[config.mk]
export PLATFORM = sky130hd
export DESIGN_NAME = pifo_rank_queue_flat
export DESIGN_NICKNAME = d
export VERILOG_FILES = /design/src/rtl/pifo_rank_queue_if.sv /design/src/rtl/pifo_rank_queue.sv /design/src/flat_wrapper.sv
export SDC_FILE = /design/constraint.sdc
export NUM_CORES = 2
export LEC_CHECK = 0
export CAP_MARGIN = 20
export CORE_MARGIN = 5
export CORE_UTILIZATION = 42
export DETAILED_ROUTE_END_ITERATION = 10
export GPL_TIMING_DRIVEN = 0
export PLACE_DENSITY = 0.67
export SKIP_CTS_REPAIR_TIMING = 1
export SLEW_MARGIN = 20
export SYNTH_ARGS = -nofsm -noshare
export SYNTH_HDL_FRONTEND = slang
export SYNTH_SLANG_ARGS = --single-unit
[constraint.sdc]
create_clock -name clk_dp -period 50.6 [get_ports clk_dp]
set_input_delay 7.59 -clock clk_dp [delete_from_list [all_inputs] [get_ports clk_dp]]
set_output_delay 7.59 -clock clk_dp [all_outputs]
set_load 0.03 [all_outputs]
[src/rtl/pifo_rank_queue_if.sv]
// Push/pop handshake bundle linking the DRR rank stage, the PIFO queue and the scheduler.
interface pifo_rank_queue_if #(
  parameter int DATA_WIDTH = 32
);
  logic                  push_valid;
  logic [DATA_WIDTH-1:0] push_data;
  logic                  pop_req;
  logic                  pop_valid;
  logic [DATA_WIDTH-1:0] pop_data;

  modport master (output push_valid, push_data, pop_req, input pop_valid, pop_data);
  modport slave  (input push_valid, push_data, pop_req, output pop_valid, pop_data);
endinterface

[src/rtl/pifo_rank_queue.sv]
// Sorted push-in-first-out queue of rank tuples; head (slot 0) always holds the smallest key.
// Optional macro PIFO_TAIL_EVICT_EN: a push into a full queue evicts the tail when its key is smaller.
module pifo_rank_queue #(
  parameter int DEPTH      = 16,
  parameter int DATA_WIDTH = 32,
  parameter int KEY_LSB    = 12,
  parameter int KEY_WIDTH  = 19,
  parameter int CNT_WIDTH  = 16,
  localparam int OCC_W     = $clog2(DEPTH) + 1
) (
  input  logic                  clk_dp,
  input  logic                  rst,
  pifo_rank_queue_if.slave      bus,
  output logic [DATA_WIDTH-1:0] last_pkt_info,
  output logic [OCC_W-1:0]      occupancy,
  output logic                  full,
  output logic                  empty,
  output logic [CNT_WIDTH-1:0]  drop_cnt
);

  logic [DATA_WIDTH-1:0] data_q   [DEPTH];
  logic [DATA_WIDTH-1:0] sh_data  [DEPTH];
  logic [DATA_WIDTH-1:0] nxt_data [DEPTH];
  logic [DEPTH-1:0]      valid_q;
  logic [DEPTH-1:0]      sh_valid;
  logic [DEPTH-1:0]      nxt_valid;
  logic [DEPTH-1:0]      le;
  logic [KEY_WIDTH-1:0]  new_key;
  logic                  do_pop;
  logic                  blocked;
  logic                  evict;
  logic                  ins;
  logic                  grow;
  logic [OCC_W-1:0]      occ_next;

  function automatic logic [KEY_WIDTH-1:0] key_of(input logic [DATA_WIDTH-1:0] d);
    return d[KEY_LSB +: KEY_WIDTH];
  endfunction

  assign do_pop  = bus.pop_req && !empty;
  assign new_key = key_of(bus.push_data);
  assign blocked = bus.push_valid && full && !do_pop;

`ifdef PIFO_TAIL_EVICT_EN
  assign evict = blocked && (new_key < key_of(data_q[DEPTH-1]));
`else
  assign evict = 1'b0;
`endif

  assign ins  = (bus.push_valid && !blocked) || evict;
  assign grow = ins && !evict;

  // Pop happens first, so the insert position is found among the survivors.
  always_comb begin
    for (int i = 0; i < DEPTH-1; i++) begin
      sh_data[i]  = do_pop ? data_q[i+1]  : data_q[i];
      sh_valid[i] = do_pop ? valid_q[i+1] : valid_q[i];
    end
    sh_data[DEPTH-1]  = do_pop ? '0   : data_q[DEPTH-1];
    sh_valid[DEPTH-1] = do_pop ? 1'b0 : valid_q[DEPTH-1];
  end

  // le is a prefix mask (contents are sorted); the new tuple lands just past it.
  always_comb begin
    for (int i = 0; i < DEPTH; i++) begin
      le[i] = sh_valid[i] && (key_of(sh_data[i]) <= new_key);
    end
    nxt_data  = sh_data;
    nxt_valid = sh_valid;
    if (ins) begin
      if (!le[0]) begin
        nxt_data[0]  = bus.push_data;
        nxt_valid[0] = 1'b1;
      end
      for (int i = 1; i < DEPTH; i++) begin
        if (!le[i]) begin
          nxt_data[i]  = le[i-1] ? bus.push_data : sh_data[i-1];
          nxt_valid[i] = le[i-1] | sh_valid[i-1];
        end
      end
    end
  end

  always_comb begin
    occ_next = occupancy;
    if (do_pop && !grow) begin
      occ_next = occupancy - OCC_W'(1);
    end else if (grow && !do_pop) begin
      occ_next = occupancy + OCC_W'(1);
    end
  end

  always_ff @(posedge clk_dp or posedge rst) begin
    if (rst) begin
      for (int i = 0; i < DEPTH; i++) begin
        data_q[i] <= '0;
      end
      valid_q       <= '0;
      occupancy     <= '0;
      full          <= 1'b0;
      empty         <= 1'b1;
      bus.pop_valid <= 1'b0;
      bus.pop_data  <= '0;
      last_pkt_info <= '0;
      drop_cnt      <= '0;
    end else begin
      data_q        <= nxt_data;
      valid_q       <= nxt_valid;
      occupancy     <= occ_next;
      full          <= (occ_next == OCC_W'(DEPTH));
      empty         <= (occ_next == '0);
      bus.pop_valid <= do_pop;
      if (do_pop) begin
        bus.pop_data  <= data_q[0];
        last_pkt_info <= data_q[0];
      end
      if (blocked && (drop_cnt != '1)) begin
        drop_cnt <= drop_cnt + CNT_WIDTH'(1);
      end
    end
  end

endmodule

[src/flat_wrapper.sv]
// flat-port wrapper written by rule: the top's interface ports become plain ports
module pifo_rank_queue_flat 
#(
  parameter int DEPTH      = 16,
  parameter int DATA_WIDTH = 32,
  parameter int KEY_LSB    = 12,
  parameter int KEY_WIDTH  = 19,
  parameter int CNT_WIDTH  = 16,
  localparam int OCC_W     = $clog2(DEPTH) + 1
)
  (clk_dp, rst, last_pkt_info, occupancy, full, empty, drop_cnt, bus_push_valid, bus_push_data, bus_pop_req, bus_pop_valid, bus_pop_data);
  pifo_rank_queue_if #(.DATA_WIDTH(DATA_WIDTH)) bus_i ();
  input  logic clk_dp;
  input  logic rst;
  output logic [DATA_WIDTH-1:0] last_pkt_info;
  output logic [OCC_W-1:0] occupancy;
  output logic full;
  output logic empty;
  output logic [CNT_WIDTH-1:0] drop_cnt;
  input wire logic [$bits(bus_i.push_valid)-1:0] bus_push_valid;
  input wire logic [$bits(bus_i.push_data)-1:0] bus_push_data;
  input wire logic [$bits(bus_i.pop_req)-1:0] bus_pop_req;
  output wire logic [$bits(bus_i.pop_valid)-1:0] bus_pop_valid;
  output wire logic [$bits(bus_i.pop_data)-1:0] bus_pop_data;
  assign bus_i.push_valid = bus_push_valid;
  assign bus_i.push_data = bus_push_data;
  assign bus_i.pop_req = bus_pop_req;
  assign bus_pop_valid = bus_i.pop_valid;
  assign bus_pop_data = bus_i.pop_data;
  pifo_rank_queue #(.DEPTH(DEPTH), .DATA_WIDTH(DATA_WIDTH), .KEY_LSB(KEY_LSB), .KEY_WIDTH(KEY_WIDTH), .CNT_WIDTH(CNT_WIDTH)) u_core (.clk_dp(clk_dp), .rst(rst), .bus(bus_i), .last_pkt_info(last_pkt_info), .occupancy(occupancy), .full(full), .empty(empty), .drop_cnt(drop_cnt));
endmodule
Yosys cells after proc, flatten, opt, wreduce, memory -nomap -nowiden
Index checks and enable logic that the tools add are counted.
- register bits: 584
- input port bits: 36
- output and inout port bits: 88
- logic and storage cells: 170
- add/sub/neg operators: 3
- order comparisons: 16
- equal/unequal tests: 2
- mux-type cells: 83
- bitwise operators: 15
- reduce and logical (&&, ||, !) cells: 28
- operators by type and width (cell ; number):
    2-to-1 mux 32 bit ; 47
    2-to-1 mux 512 bit ; 1
    less-or-equal comparator 19 bit ; 16
    2-to-1 mux 1 bit ; 32
    logical AND 1 bit ; 23
    adder 16 x 1 -> 16 bit (second input constant) ; 1
    2-to-1 mux 16 bit ; 1
    != test 16 bit (second input constant) ; 1
    OR 1 bit ; 15
    2-to-1 mux 5 bit ; 2
    adder 5 x 1 -> 5 bit (second input constant) ; 1
    == test 5 bit (second input constant) ; 1
    zero test 5 bit ; 1
    subtractor 5 x 1 -> 5 bit (second input constant) ; 1
    zero test 1 bit ; 4

Logic depth before layout (Yosys ltp)
- word-level depth: 10
- mapped depth: 20
- mapped depth without buffers: 12

Worst setup path after synthesis
Ideal clock, no wire load.
- path type: input -> register
- from: input bus_pop_req
- to: register u_core.data_q[345] (netlist name)
- setup time: 125 ps
- arrival: 11115 ps
- slack: 39360 ps
- cell stages on the path: 20
- cells stage by stage: nand2b_4 -> buf_6 -> clkinv_2 -> buf_6 -> buf_2 -> buf_4 -> clkbuf_1 -> clkbuf_1 -> nand2_1 -> nand2_1 -> ha_1 -> a211oi_1 -> nor2_1 -> a2111oi_0 -> o41ai_1 -> a21oi_1 -> nand2b_1 -> buf_2 -> buf_2 -> mux2_2
- RTL lines (item ; line ; RTL):
    start: declaration ; flat_wrapper.sv:22 ; input wire logic [$bits(bus_i.pop_req)-1:0] bus_pop_req;
    end signal: assignment ; pifo_rank_queue.sv:107 ; data_q <= nxt_data;
    end: declaration ; pifo_rank_queue.sv:21 ; logic [DATA_WIDTH-1:0] data_q [DEPTH];

==> metrics.txt <==
outcome completed; pin count of the biggest net entering global routing 94; final WL 142,700 um; total CTS buffers 72; GRT Util Overall 0.2787; vias in the first global route 34,560; Max FO, Critical Path 10; CTS root buffer clkbuf_16; vias per inst 5.904; drt pass-1 iters 8; Die H 316.4 um; Worst Max-Slew Pin Slew 1.289 ns; reg2reg path depth 18; Post-Synthesis Cells 4,317; Critical Path AT 14.11 ns; Setup-failing EPs final 0; share of cells above drive strength 1 0.09103; internal power 1794 uW; Slew Limit Fails 0; Worst-path clk slew 0.06 ns; # port buffers 108; Final Hold Vio Count 0; H-tree depth 3; Peak VDD IR 0.03946 mV; most common cell after layout, fill and taps aside nand2_1; Post-route DRC 0; FF-to-FF End u_core.data_q[466]; drt wl/cell 24.52 um; starting density of the core 0.4230; CORE AREA 0.09319 mm^2; switching part of the total 0.4702; final net count 4,854; ys flop type dfrtp_1; routability cong. 1.001; Reg2Reg Setup Slack 43.85 ns; Row Count 112; unrepaired setup endpoints after global routing false; Avg Cell Area, Syn 9.132 um^2; final cell area excluding filler cells 0.04476 mm^2; Layout area overhead 13.54%; maxcap violations 0; CTS tree done; commonest cells after routing, fill and taps aside 869 x nand2_1, 651 x mux2i_1, 583 x dfrtp_1; Fin Clk Skew 0.02402 ns; Net Switching 1592 uW; DRT iter0 DRCs 3,243; fin crit share 0.2686; fin crit period 13.59 ns; post-route ant nets 0; Hold Path Class register to register; clock share of power 0.159; Setup CP Type primary input to register; Cell Area, Placed 0.04235 mm^2; hold_sp u_core.data_q[487]; Comb power frac 0.586; Critical Path RT 51.12 ns; register area share after synthesis 0.3707; first-pass GRT wire length 213,400 um; via count 34,360; Max Clock Freq 73.59 MHz; PD cells 75.65 mW/mm^2; Worst Hold Path EP u_core.bus.pop_data[7]; Synth Register Bits 584; Post-synth EDFFs 0; setup tns final 0 ns; initial antenna violation count 7; syn nets 4,660; asr flop ratio synth 1.000; CTS Sinks 584; worst r2r src u_core.empty; worst-skew pair later-pin latency 0.65 ns; Worst setup SP type primary input; die width 316.4 um; IO Count 124; sequential power share 0.255; YS warnings 0; Post-Syn Area 0.03942 mm^2; post-DP HPWL 107,800 um; headroom to the max-slew limit 0.1405; Hold Path Cell Cnt 2; DIE AREA 0.1001 mm^2; Filler Cell Count 8,840; Longest Clk Path Bufs 3; Static Leakage 0.02210 uW; Cell variety after synth 66; crit end category register; GRT overflow 0
[state kept, by name, indices dropped and copies added (netlist names)]
name	cells
u_core.data_q	512
u_core.bus.pop_data	32
u_core.valid_q	16
u_core.occupancy	5
u_core.full	1
u_core.drop_cnt	16
u_core.bus.pop_valid	1
u_core.empty	1
[layer usage]
| metal | track usage | wire length, um |
|---|---|---|
| met2 | 0.4364 | 63300 |
| met1 | 0.3697 | 59870 |
| met5 | 0 | 31 |
| met3 | 0.05594 | 11750 |
| met4 | 0.1384 | 7789 |
[cells by family after synthesis]
kind of cell	after synthesis	share of synthesized area
and+or+nand+nor	1285	0.1399
AOI/OAI and AO/OA	830	0.1254
muxes	801	0.2081
DFF	584	0.3707
buffers and inverters	491	0.05415
adders and majority gates	307	0.09744
xor gates and xnor gates	19	0.004221
[metrics by stage]
stage | std cells | utilization | setup WS [ns] | hold slack [ns] | total power, uW
floorplan | 4317 | - | 26.67 | 0.4380 | 2222
global placement | 5679 | 0.4515 | 18.51 | 0.4519 | 2749
detailed placement | 5691 | 0.4544 | 36.67 | 0.4505 | 2799
CTS | 5813 | 0.4801 | 37.35 | 0.4695 | 3346
global route | 5815 | 0.4802 | 36.96 | 0.4946 | 3600
finish | 5820 | 0.4803 | 37.01 | 0.4687 | 3386
[worst max-delay path by stage]
stage               slack, ns  cells past startpoint                      to   startpoint
finish                  37.01                     19      u_core.data_q[466]  bus_pop_req
floorplan               26.67                      1  u_core.bus.pop_data[0]          rst
CTS                     37.35                     19      u_core.data_q[470]  bus_pop_req
global route            36.96                     18       u_core.data_q[17]  bus_pop_req
global placement        18.51                      2        u_core.data_q[8]          rst
detailed placement      36.67                     19      u_core.data_q[466]  bus_pop_req
[Yosys cell counts, drive strengths merged, types with 20 or more instances]
library cell	n	area share
nand2	869	0.083
mux2i	651	0.17
dfrtp	583	0.37
ha	307	0.097
o21ai	292	0.037
a21oi	238	0.030
clkbuf	172	0.016
inv	171	0.016
nor2	154	0.015
mux2	150	0.043
buf	147	0.021
o22ai	81	0.013
and2	67	0.011
nand4	58	0.0092
o2bb2ai	47	0.010
a22oi	36	0.0069
nand3	30	0.0038
a211oi	24	0.0046
nor3	20	0.0025
[critical path, stage by stage]
cell	delay, ns
clkdlybuf4s50_1	0.45
nand2b_4	0.08
buf_6	0.14
buf_2	0.41
clkbuf_1	0.41
buf_1	0.99
clkbuf_1	0.69
nand2_1	0.11
nand2_1	0.19
ha_1	0.29
a21oi_1	0.15
a211oi_1	0.09
a2111oi_0	0.60
o41ai_1	0.28
a21oi_1	0.58
nand2b_1	0.18
buf_2	0.16
buf_2	0.30
mux2_2	0.38
[area by class of cell]
cell class | instances | area [um^2] | share of cell area
multi-input cells | 3242 | 22680 | 0.5066
flip-flops and latches | 584 | 14620 | 0.3265
clock buffers | 103 | 2121 | 0.04738
well taps | 1254 | 1569 | 0.03505
plain buffers | 319 | 1494 | 0.03338
repair buffers | 120 | 1341 | 0.02997
inverters | 172 | 654.4 | 0.01462
clock inverters | 19 | 271.5 | 0.006066
diodes | 7 | 17.52 | 0.0003914
[power by group through the flow]
| stage | Clock, uW | Combinational, uW | Sequential (uW) |
|---|---|---|---|
| 6_report | 537 | 1990 | 863 |
| 5_1_grt | 559 | 2160 | 883 |
| 4_1_cts | 541 | 1950 | 856 |
| 3_5_place_dp | 0 | 1940 | 862 |
| 3_3_place_gp | 0 | 1890 | 860 |
| 2_1_floorplan | 0 | 1390 | 831 |
No activity file was read; power rests on OpenSTA's default activity.
